==> src/rtl/wallace_mult_pipe_if.sv <==
// Operand/product handshake bundle for wallace_mult_pipe.
// The master side drives operands and consumes products; the slave is the multiplier.
interface wallace_mult_pipe_if #(
  parameter int WIDTH = 8
);
  logic               in_valid;
  logic               in_ready;
  logic [WIDTH-1:0]   a;
  logic [WIDTH-1:0]   b;
  logic               in_signed;
  logic               out_valid;
  logic               out_ready;
  logic [2*WIDTH-1:0] p;

  modport master (
    output in_valid, a, b, in_signed, out_ready,
    input  in_ready, out_valid, p
  );

  modport slave (
    input  in_valid, a, b, in_signed, out_ready,
    output in_ready, out_valid, p
  );
endinterface

==> src/rtl/wallace_mult_pipe.sv <==
// Three-stage pipelined WIDTH x WIDTH Wallace-tree multiplier, valid/ready on both sides.
// Define WALLACE_SIGNED_EN to honour in_signed (Baugh-Wooley); otherwise operands are unsigned.
module wallace_mult_pipe #(
  parameter int WIDTH = 8
) (
  input  logic               clk,
  input  logic               rst_n,
  wallace_mult_pipe_if.slave bus
);
  localparam int W2 = 2 * WIDTH;
  localparam int NR = WIDTH + 1;  // partial-product rows plus one correction row

  typedef logic [W2-1:0] row_t;

  logic                     advance;
  logic                     v1, v2, v3;
  logic [WIDTH*WIDTH-1:0]   pp_d, pp_q;
  row_t                     row0_d, row1_d, row0_q, row1_q;
  row_t                     p_q;

  // Handshake: a beat transfers on an edge where valid && ready. The pipe moves as one
  // unit, so the input side is ready exactly when the output register is empty or draining.
  assign advance       = !v3 || bus.out_ready;
  assign bus.in_ready  = advance;
  assign bus.out_valid = v3;
  assign bus.p         = p_q;

`ifdef WALLACE_SIGNED_EN
  localparam row_t CORR = (row_t'(1) << WIDTH) | (row_t'(1) << (W2 - 1));
  logic sgn_q;
`else
  logic unused_in_signed;
  assign unused_in_signed = bus.in_signed;
`endif

  always_comb begin
    pp_d = '0;
    for (int i = 0; i < WIDTH; i++) begin
      for (int j = 0; j < WIDTH; j++) begin
        pp_d[i*WIDTH + j] = bus.a[j] & bus.b[i];
`ifdef WALLACE_SIGNED_EN
        // Baugh-Wooley: bits pairing exactly one sign bit enter inverted.
        if (bus.in_signed && ((i == WIDTH - 1) != (j == WIDTH - 1)))
          pp_d[i*WIDTH + j] = ~(bus.a[j] & bus.b[i]);
`endif
      end
    end
  end

  always_ff @(posedge clk or negedge rst_n) begin
    if (!rst_n) begin
      v1   <= 1'b0;
      pp_q <= '0;
    end else if (advance) begin
      v1   <= bus.in_valid;
      pp_q <= pp_d;
    end
  end

`ifdef WALLACE_SIGNED_EN
  always_ff @(posedge clk or negedge rst_n) begin
    if (!rst_n)       sgn_q <= 1'b0;
    else if (advance) sgn_q <= bus.in_signed;
  end
`endif

  // Wallace reduction: each level compresses every full group of three rows into a
  // sum row and a shifted carry row; leftover rows pass through to the next level.
  always_comb begin
    row_t cur [NR];
    row_t nxt [NR];
    int   n;
    for (int r = 0; r < NR; r++) begin
      cur[r] = '0;
      nxt[r] = '0;
    end
    for (int i = 0; i < WIDTH; i++)
      cur[i] = row_t'(pp_q[i*WIDTH +: WIDTH]) << i;
`ifdef WALLACE_SIGNED_EN
    cur[WIDTH] = sgn_q ? CORR : '0;
`else
    cur[WIDTH] = '0;
`endif
    n = NR;
    for (int lvl = 0; lvl < NR; lvl++) begin
      if (n > 2) begin
        for (int r = 0; r < NR; r++) nxt[r] = '0;
        for (int g = 0; g < NR / 3; g++) begin
          if (3*g + 2 < n) begin
            nxt[2*g]     = cur[3*g] ^ cur[3*g+1] ^ cur[3*g+2];
            nxt[2*g + 1] = ((cur[3*g] & cur[3*g+1]) | (cur[3*g] & cur[3*g+2]) |
                            (cur[3*g+1] & cur[3*g+2])) << 1;
          end
        end
        for (int r = 0; r < 2; r++) begin
          if ((n / 3) * 3 + r < n) nxt[(n / 3) * 2 + r] = cur[(n / 3) * 3 + r];
        end
        for (int r = 0; r < NR; r++) cur[r] = nxt[r];
        n = (n / 3) * 2 + (n % 3);
      end
    end
    row0_d = cur[0];
    row1_d = cur[1];
  end

  always_ff @(posedge clk or negedge rst_n) begin
    if (!rst_n) begin
      v2     <= 1'b0;
      row0_q <= '0;
      row1_q <= '0;
    end else if (advance) begin
      v2     <= v1;
      row0_q <= row0_d;
      row1_q <= row1_d;
    end
  end

  // Final carry-propagate add; the carry out of the top bit is dropped by the width.
  always_ff @(posedge clk or negedge rst_n) begin
    if (!rst_n) begin
      v3  <= 1'b0;
      p_q <= '0;
    end else if (advance) begin
      v3  <= v2;
      p_q <= row0_q + row1_q;
    end
  end
endmodule

==> src/flat_wrapper.sv <==
// flat-port wrapper written by rule: the top's interface ports become plain ports
module wallace_mult_pipe_flat 
#(
  parameter int WIDTH = 8
)
  (clk, rst_n, bus_in_valid, bus_a, bus_b, bus_in_signed, bus_out_ready, bus_in_ready, bus_out_valid, bus_p);
  wallace_mult_pipe_if #(.WIDTH(WIDTH)) bus_i ();
  input  logic clk;
  input  logic rst_n;
  input wire logic [$bits(bus_i.in_valid)-1:0] bus_in_valid;
  input wire logic [$bits(bus_i.a)-1:0] bus_a;
  input wire logic [$bits(bus_i.b)-1:0] bus_b;
  input wire logic [$bits(bus_i.in_signed)-1:0] bus_in_signed;
  input wire logic [$bits(bus_i.out_ready)-1:0] bus_out_ready;
  output wire logic [$bits(bus_i.in_ready)-1:0] bus_in_ready;
  output wire logic [$bits(bus_i.out_valid)-1:0] bus_out_valid;
  output wire logic [$bits(bus_i.p)-1:0] bus_p;
  assign bus_i.in_valid = bus_in_valid;
  assign bus_i.a = bus_a;
  assign bus_i.b = bus_b;
  assign bus_i.in_signed = bus_in_signed;
  assign bus_i.out_ready = bus_out_ready;
  assign bus_in_ready = bus_i.in_ready;
  assign bus_out_valid = bus_i.out_valid;
  assign bus_p = bus_i.p;
  wallace_mult_pipe #(.WIDTH(WIDTH)) u_core (.clk(clk), .rst_n(rst_n), .bus(bus_i));
endmodule
==> config.mk <==
export PLATFORM = sky130hd
export DESIGN_NAME = wallace_mult_pipe_flat
export DESIGN_NICKNAME = d
export VERILOG_FILES = /design/src/rtl/wallace_mult_pipe_if.sv /design/src/rtl/wallace_mult_pipe.sv /design/src/flat_wrapper.sv
export SDC_FILE = /design/constraint.sdc
export NUM_CORES = 1
export LEC_CHECK = 0
export ABC_AREA = 0
export CAP_MARGIN = 15
export CORE_MARGIN = 2
export CORE_UTILIZATION = 55
export CTS_BUF_LIST = sky130_fd_sc_hd__clkbuf_8
export CTS_CLUSTER_SIZE = 30
export DETAILED_ROUTE_END_ITERATION = 10
export GPL_TIMING_DRIVEN = 0
export HOLD_SLACK_MARGIN = 0.05
export PLACE_DENSITY = 0.75
export SYNTH_ARGS = -nofsm -noshare
export SYNTH_HDL_FRONTEND = slang
export SYNTH_SLANG_ARGS = --single-unit
==> constraint.sdc <==
create_clock -name clk -period 3.3 [get_ports clk]
set_input_delay 0.66 -clock clk [delete_from_list [all_inputs] [get_ports clk]]
set_output_delay 0.66 -clock clk [all_outputs]
set_load 0.05 [all_outputs]
==> metrics.md, run 1 <==
| Metric | Value |
|---|---|
| Status | complete, no violations |
| CP Capture Point | bus_in_ready |
| Clock Sinks | 110 |
| Synth top cells by count | 208 x nand2_1, 110 x dfrtp_1, 66 x inv_1, 66 x nand3_1, 38 x fa_1 |
| Boundary Pins | 39 |
| CP Cell Sequence | clkdlybuf4s50_1 -> nor2b_1 -> inv_2 -> buf_2 -> clkbuf_1 -> dlygate4sd2_1 |
| EDFF count, synth | 0 |
| Worst hold margin | 0.303 ns |
| Nets | 756 |
| Root Buffer Master | clkbuf_8 |
| Post-synth ARST share | 100% |
| Longest Clk Path Bufs | 2 |
| Slew Limit Headroom | 56.7% |
| Final worst-path cycle share | 94.4% |
| Warnings from Yosys | 0 |
| GRT Resource Usage Total | 23.8% |
| Crit Path Category | input port to primary output |
| Routed Antenna Nets | 0 |
| Worst setup EP type | primary output |
| Most frequent cell after synthesis | nand2_1 |
| RSZ-0062 raised after global routing | no |
| Register clock-pin slew on the reported worst setup and hold paths | 0.10 ns |
| Post-Syn Nets | 723 |
| Final Routed Wirelength | 12.3 mm |
| Critical Path Stages | 6 |
| Final Non-Filler Cells | 803 |
| Syn Std Cell Area | 0.00592 mm² |
| Drt pass-1 iters | 4 |
| Setup crit start kind | input port |
| H-tree depth | 3 |
| Leakage | 3.48 nW |
| Iteration-0 DRC Markers | 201 |
| Skew-Pair Late Insertion Delay | 0.38 ns |
| Worst r2r path cells | 10 |
| Hold Crit Class | input port to asynchronous set/reset pin |
| FF+latch area | 0.00275 mm² |
| Min cycle time layout | 3.12 ns |
| Starting density of the core | 57.1% |
| Post-synth top area share | 46.5% |
| Synthesized flop and latch total | 110 |
| Syn Inst Count | 630 |
| CP Data Required Time | 2.64 ns |
| Clock Skew | 0.0104 ns |
| Max Cap Violations | 0 |
| Row count | 37 |
| Gpl congestion | 0.824 |
| WL per Instance | 15.3 µm |
| Critical path launch point | bus_out_ready |
| Yosys cell types | 31 |
| Reg-to-Reg End | u_core.row0_q[9] |
| Vias in the first global route | 4436 |
| TritonCTS buffer count | 9 |
| Largest net degree at the start of global routing | 61 |
| Most used DFF post-synth | dfrtp_1 |
| Total design power | 5.63 mW |
| GRT overflow | 0 |
| Setup TNS | 0 ns |
| Crit Path Max Fanout | 10 |
| Worst Path Buf+Inv | 5 |
| Synth area leaders | dfrtp_1 46%, nand2_1 13%, fa_1 13% |
| Die Wd | 108 µm |
| FF-to-FF setup slack | 0.52 ns |
| Share of cells above drive strength 1 | 7.95% |
| Core box area | 0.0104 mm² |
| CP peak stage delay | 0.59 ns |
| Ant diodes | 0 |
| Area delta synth->final | 10.6% |
| Total die area | 0.0116 mm² |
| TritonCTS clock tree | done |
| DP Cell Count | 788 |
| Hold Vio Cnt, Final | 0 |
| Post-Syn Area per Cell | 9.40 µm² |
| CP Data Arrival Time | 2.46 ns |
| Slew Viols, Final | 0 |
| Max IR drop VDD | 0.439 mV |
| First-pass GRT wire length | 21.2 mm |
| Vias per Instance | 5.32 |
| Number of setup violations in the final report | 0 |
| Max Clock Freq | 0.321 GHz |
| Drt drc | 0 |
| Die Span Y | 108 µm |
| CP max stage cell | dlygate4sd2_1 |
| CP delay by family, top | buffers and inverters |
| Initial antenna violation count | 0 |
| Post-synthesis sequential area ratio | 46.5% |
| Critical R2R Launch | u_core.pp_q[30] |
| Slew @ Worst Pin | 0.650 ns |
| Fillers | 912 |
| Hpwl dp | 9.31 mm |
| Vias | 4275 |
| Area of the multi-input gates | 0.00271 mm² |
| Pwr Density | 859 mW/mm² |
| Post-synth top area cell | dfrtp_1 |
| IO Port Bufs | 21 |
-- stage by stage --
step / util (%) / setup WS (ns) / area, µm²
detailed placement: 61.0 / -0.136 / 6330
global route: 63.2 / 0.101 / 6550
global placement: 60.8 / -2.47 / 6300
CTS: 63.2 / 0.164 / 6550
floorplan: - / 0.672 / 5920
finish: 63.2 / 0.185 / 6550
-- registers in the layout, summed over array words and instances, names as in the netlist --
register,cells
u_core.row0_q,16
u_core.bus.out_valid,1
u_core.pp_q,64
u_core.row1_q,11
u_core.bus.p,16
u_core.v1,1
u_core.v2,1
-- worst min path at each step --
| stage | end | slack [ns] | cells past startpoint |
|---|---|---|---|
| final | u_core.bus.p[3] | 0.30 | 1 |
| after global routing | u_core.bus.p[3] | 0.36 | 1 |
| after CTS | u_core.bus.p[3] | 0.33 | 1 |
| after detailed placement | u_core.pp_q[0] | 0.46 | 2 |
| after global placement | u_core.v2 | 0.45 | 2 |
| after floorplan | u_core.bus.out_valid | 0.36 | 0 |
-- worst reg2reg max path: cells and delay by family, from the launching register on --
kind          cells  cell delay (ns)
fa+ha+maj         4             1.99
flops             1             0.35
buf+inv           4             0.22
simple gates      2             0.13
-- routing by layer --
metal / global-route usage, % / share of wire (%) / wire, µm
met5: 0 / 0 / 0
met4: 7.78 / 2.4 / 300
met3: 4.54 / 5.5 / 673
met2: 39.8 / 49 / 6010
met1: 31.5 / 43 / 5340
-- report_power, final --
part / switching [mW] / internal [mW] / total (mW) / leakage [nW]
registers: 0.201 / 1.72 / 1.92 / 1.41
logic: 1.73 / 1.07 / 2.80 / 1.96
clock network: 0.445 / 0.463 / 0.907 / 0.113
total: 2.38 / 3.25 / 5.63 / 3.48
-- cells by family after synthesis --
logic type,after synthesis,share of synthesized area [%]
simple gates,284,19.6
flops,110,46.5
buf+inv,107,7.86
fa+ha+maj,72,20.0
compound gates,47,4.58
xor+xnor,10,1.48
-- repair_timing --
action	4_1_cts	5_1_grt
gates resized for setup	1	0
hold buffers	0	0
setup endpoints to repair	1	0
buffers inserted	0	0
-- cell usage in the layout, fill, tap and decap left out, types with 2 or more instances in the layout --
| cell | instances |
|---|---|
| xnor2_1 | 6 |
| o211ai_1 | 2 |
| buf_2 | 23 |
| nand2_1 | 208 |
| nor2_1 | 5 |
| o21ai_1 | 23 |
| a21oi_1 | 11 |
| ha_1 | 34 |
| fa_1 | 38 |
| xor2_1 | 4 |
| nor2b_1 | 2 |
| nand3_1 | 66 |
| bufinv_16 | 2 |
| o21ai_0 | 3 |
| inv_1 | 67 |
| clkdlybuf4s50_1 | 19 |
| clkbuf_8 | 11 |
| buf_4 | 10 |
| clkbuf_1 | 6 |
| dfrtp_1 | 110 |
-- final cells by class --
cell class                 instances  share of cell area [%]
clock buffer                      11                    2.31
timing repair buffer              22                    3.57
clock inverter                     4                    1.09
inverter                          67                    3.84
buffer                            40                    3.27
sequential                       110                    42.0
multi-input combinational        413                    41.3
tap                              136                    2.60
Power figures use the tool's default switching activity.
==> run 2: changes to the inputs <==
--- a/config.mk
+++ b/config.mk
@@ -9,5 +9,5 @@
 export CAP_MARGIN = 15
 export CORE_MARGIN = 2
-export CORE_UTILIZATION = 55
+export CORE_UTILIZATION = 57
 export CTS_BUF_LIST = sky130_fd_sc_hd__clkbuf_8
 export CTS_CLUSTER_SIZE = 30
@@ -15,5 +15,5 @@
 export GPL_TIMING_DRIVEN = 0
 export HOLD_SLACK_MARGIN = 0.05
-export PLACE_DENSITY = 0.75
+export PLACE_DENSITY = 0.77
 export SYNTH_ARGS = -nofsm -noshare
 export SYNTH_HDL_FRONTEND = slang
==> constraint.sdc (replaced) <==
create_clock -name clk -period 3.3 [get_ports clk]
set_input_delay 0.66 -clock clk [delete_from_list [all_inputs] [get_ports clk]]
set_output_delay 0.66 -clock clk [all_outputs]
set_load 0.01 [all_outputs]
==> run 2 against run 1 <==
- clock skew grew 0.00054 ns
- design area fell by 0.52%
- via count is 0.80% lower
- register-to-register slack is essentially flat
- first-iteration DRC count increased by 2.0%
- combinational power fell by 10%
- hold slack better by 0.045 ns
- flip-flop and latch count did not move
- fmax shrank 1.0%
- largest cell class unchanged
==> metrics.md, run 2 (synthesis gave the netlist of run 1 again) <==
| Metric | Value |
|---|---|
| CTS resizes | 0 (-1) |
| Crit Path Category | input port to primary output |
| Die Span Y | 106 µm (-1.7%) |
| DP Cell Count | 788 (unchanged) |
| IO Port Bufs | 21 (unchanged) |
| RSZ-0062 raised after global routing | no |
| Longest Clk Path Bufs | 2 (unchanged) |
| Status | complete, no violations |
| Gpl congestion | 0.829 (+0.57%) |
| Boundary Pins | 39 (unchanged) |
| Final Routed Wirelength | 12.5 mm (+1.6%) |
| Most common cell after layout, fill and taps aside | nand2_1 |
| Setup crit start kind | input port |
| H-tree depth | 3 (unchanged) |
| CP Data Required Time | 2.64 ns (about the same) |
| GRT overflow | 0 (unchanged) |
| Skew-Pair Late Insertion Delay | 0.37 ns (about the same) |
| Vias | 4241 (-0.80%) |
| Vias in the first global route | 4438 (+0.045%) |
| Reg with most FFs | u_core.pp_q |
| Routed Antenna Nets | 0 (unchanged) |
| Area delta synth->final | 10.0% |
| Clock Skew | 0.0109 ns (+0.000543 ns) |
| Largest net degree at the start of global routing | 62 (+1.6%) |
| Hold Vio Cnt, Final | 0 (unchanged) |
| Critical path launch point | bus_out_ready |
| Row count | 37 (unchanged) |
| Fillers | 844 (-7.5%) |
| CP Data Arrival Time | 2.49 ns (+0.03 ns) |
| DP Area | 0.00633 mm² (unchanged) |
| Max Cap Violations | 0 (unchanged) |
| Critical R2R Launch | u_core.pp_q[7] |
| Share of cells above drive strength 1 | 7.81% (-0.14 points) |
| Worst setup EP type | primary output |
| Vias per Instance | 5.29 (-0.67%) |
| Worst Path Buf+Inv | 5 (unchanged) |
| Final worst-path cycle share | 95.4% (+0.98 points) |
| Cell mode on critical path | clkdlybuf4s50_1 |
| Starting density of the core | 58.2% (+1.0 points) |
| Max Clock Freq | 0.318 GHz (-1.0%) |
| Post-CTS Hold Buffers | 0 (unchanged) |
| WL per Instance | 15.6 µm (+1.7%) |
| Iteration-0 DRC Markers | 205 (+2.0%) |
| Die Wd | 106 µm (-1.7%) |
| Commonest non-fill, non-tap cells in the layout | 208 x nand2_1, 110 x dfrtp_1, 67 x inv_1 |
| First-pass GRT wire length | 21.6 mm (+2.0%) |
| CP peak stage delay | 0.63 ns (+0.04 ns) |
| Hpwl dp | 9.45 mm (+1.5%) |
| Max IR drop VDD | 0.321 mV (-27%) |
| Drt drc | 0 (unchanged) |
| CP max stage cell | clkdlybuf4s50_1 |
| CP Cell Sequence | clkdlybuf4s50_1 -> nor2b_1 -> inv_2 -> buf_2 -> clkbuf_1 -> clkdlybuf4s50_1 |
| Clock Sinks | 110 (unchanged) |
| Root Buffer Master | clkbuf_8 |
| TritonCTS clock tree | done |
| CP delay by family, top | buffers and inverters |
| Slew Viols, Final | 0 (unchanged) |
| Ant diodes | 0 (unchanged) |
| Core box area | 0.0102 mm² (-1.8%) |
| Min cycle time layout | 3.15 ns (+0.0324 ns) |
| Fin area | 0.00652 mm² (-0.52%) |
| Nets | 756 (unchanged) |
| Total die area | 0.0112 mm² (-3.4%) |
| Hold Crit Class | input port to asynchronous set/reset pin |
| Setup repair bufs after CTS | 0 (unchanged) |
| Final Non-Filler Cells | 802 (-0.12%) |
| Crit Path Max Fanout | 10 (unchanged) |
| Pwr Density | 803 mW/mm² (-6.6%) |
| Number of setup violations in the final report | 0 (unchanged) |
| Slew Limit Headroom | 49.0% (-7.6 points) |
| Register clock-pin slew on the reported worst setup and hold paths | 0.10 ns (about the same) |
| Slew @ Worst Pin | 0.765 ns (+0.114 ns) |
| TritonCTS buffer count | 9 (unchanged) |
| Leakage | 3.47 nW (-0.49%) |
| GRT Resource Usage Total | 25.0% (+1.2 points) |
| Initial antenna violation count | 0 (unchanged) |
| Number of flip-flops under the largest register name | 64 (unchanged) |
| Drt pass-1 iters | 5 (+1) |
run 2: changes by cell type in the layout (fill, tap and decap cells not counted):
cell             previous run  this run
bufinv_16                   2         1
clkbuf_8                   11        10
clkdlybuf4s50_1            19        20
clkinv_4                    0         1
dlygate4sd2_1               1         0
run 2: final timing paths:
check	endpoint	slack (ns)	cells after the start
setup / recovery	bus_in_ready	0.15	6
hold / removal	u_core.bus.p[2]	0.35	1
setup reg to reg	u_core.row0_q[7]	0.51	8
hold reg to reg	u_core.v2	0.47	2
max in group asynchronous	u_core.pp_q[35]	2.23	2
min in group clk	u_core.v2	0.47	2
run 2: per-stage QoR:
stage               utilization (%)  setup slack, ns  setup TNS [ns]  power (mW)  hold slack [ns]
global placement               61.9            -2.53         -277.18        4.32            0.446
floorplan                         -            0.672               0        3.59            0.364
detailed placement             62.1            0.117               0        4.44            0.451
global route                   64.0          0.00578               0        5.71            0.399
finish                         64.0            0.153               0        5.23            0.348
CTS                            64.0            0.114               0        5.26            0.375
run 2: final cells by class:
| cell class | instances | area, µm² | area share (%) |
|---|---|---|---|
| plain buffers | 40 | 214 | 3.28 |
| clock buffers | 10 | 138 | 2.11 |
| clock inverters | 4 | 50.0 | 0.768 |
| inverters | 67 | 251 | 3.86 |
| multi-input cells | 413 | 2710 | 41.5 |
| flip-flops and latches | 110 | 2750 | 42.2 |
| well taps | 136 | 170 | 2.61 |
| repair buffers | 22 | 235 | 3.61 |
run 2: where the power goes:
group | internal, mW | total [mW] | switching, mW
clock | 0.363 | 0.802 | 0.439
sequential | 1.72 | 1.92 | 0.197
combinational | 1.08 | 2.51 | 1.44
total | 3.16 | 5.23 | 2.07
run 2: layer usage:
metal	up-vias	GRT usage, %	part of all wire (%)
met3	17	2.51	4.5
met4	0	7.33	1.4
met2	93	44.4	52
met5	-	0	0
met1	2109	32.9	42
li1	2022	-	-
==> run 3: changes to the inputs <==
HOLD_SLACK_MARGIN = 0.1   (was 0.05)
==> results of run 3 <==
No change in the layout: final DEF, timing and power equal those of run 2.
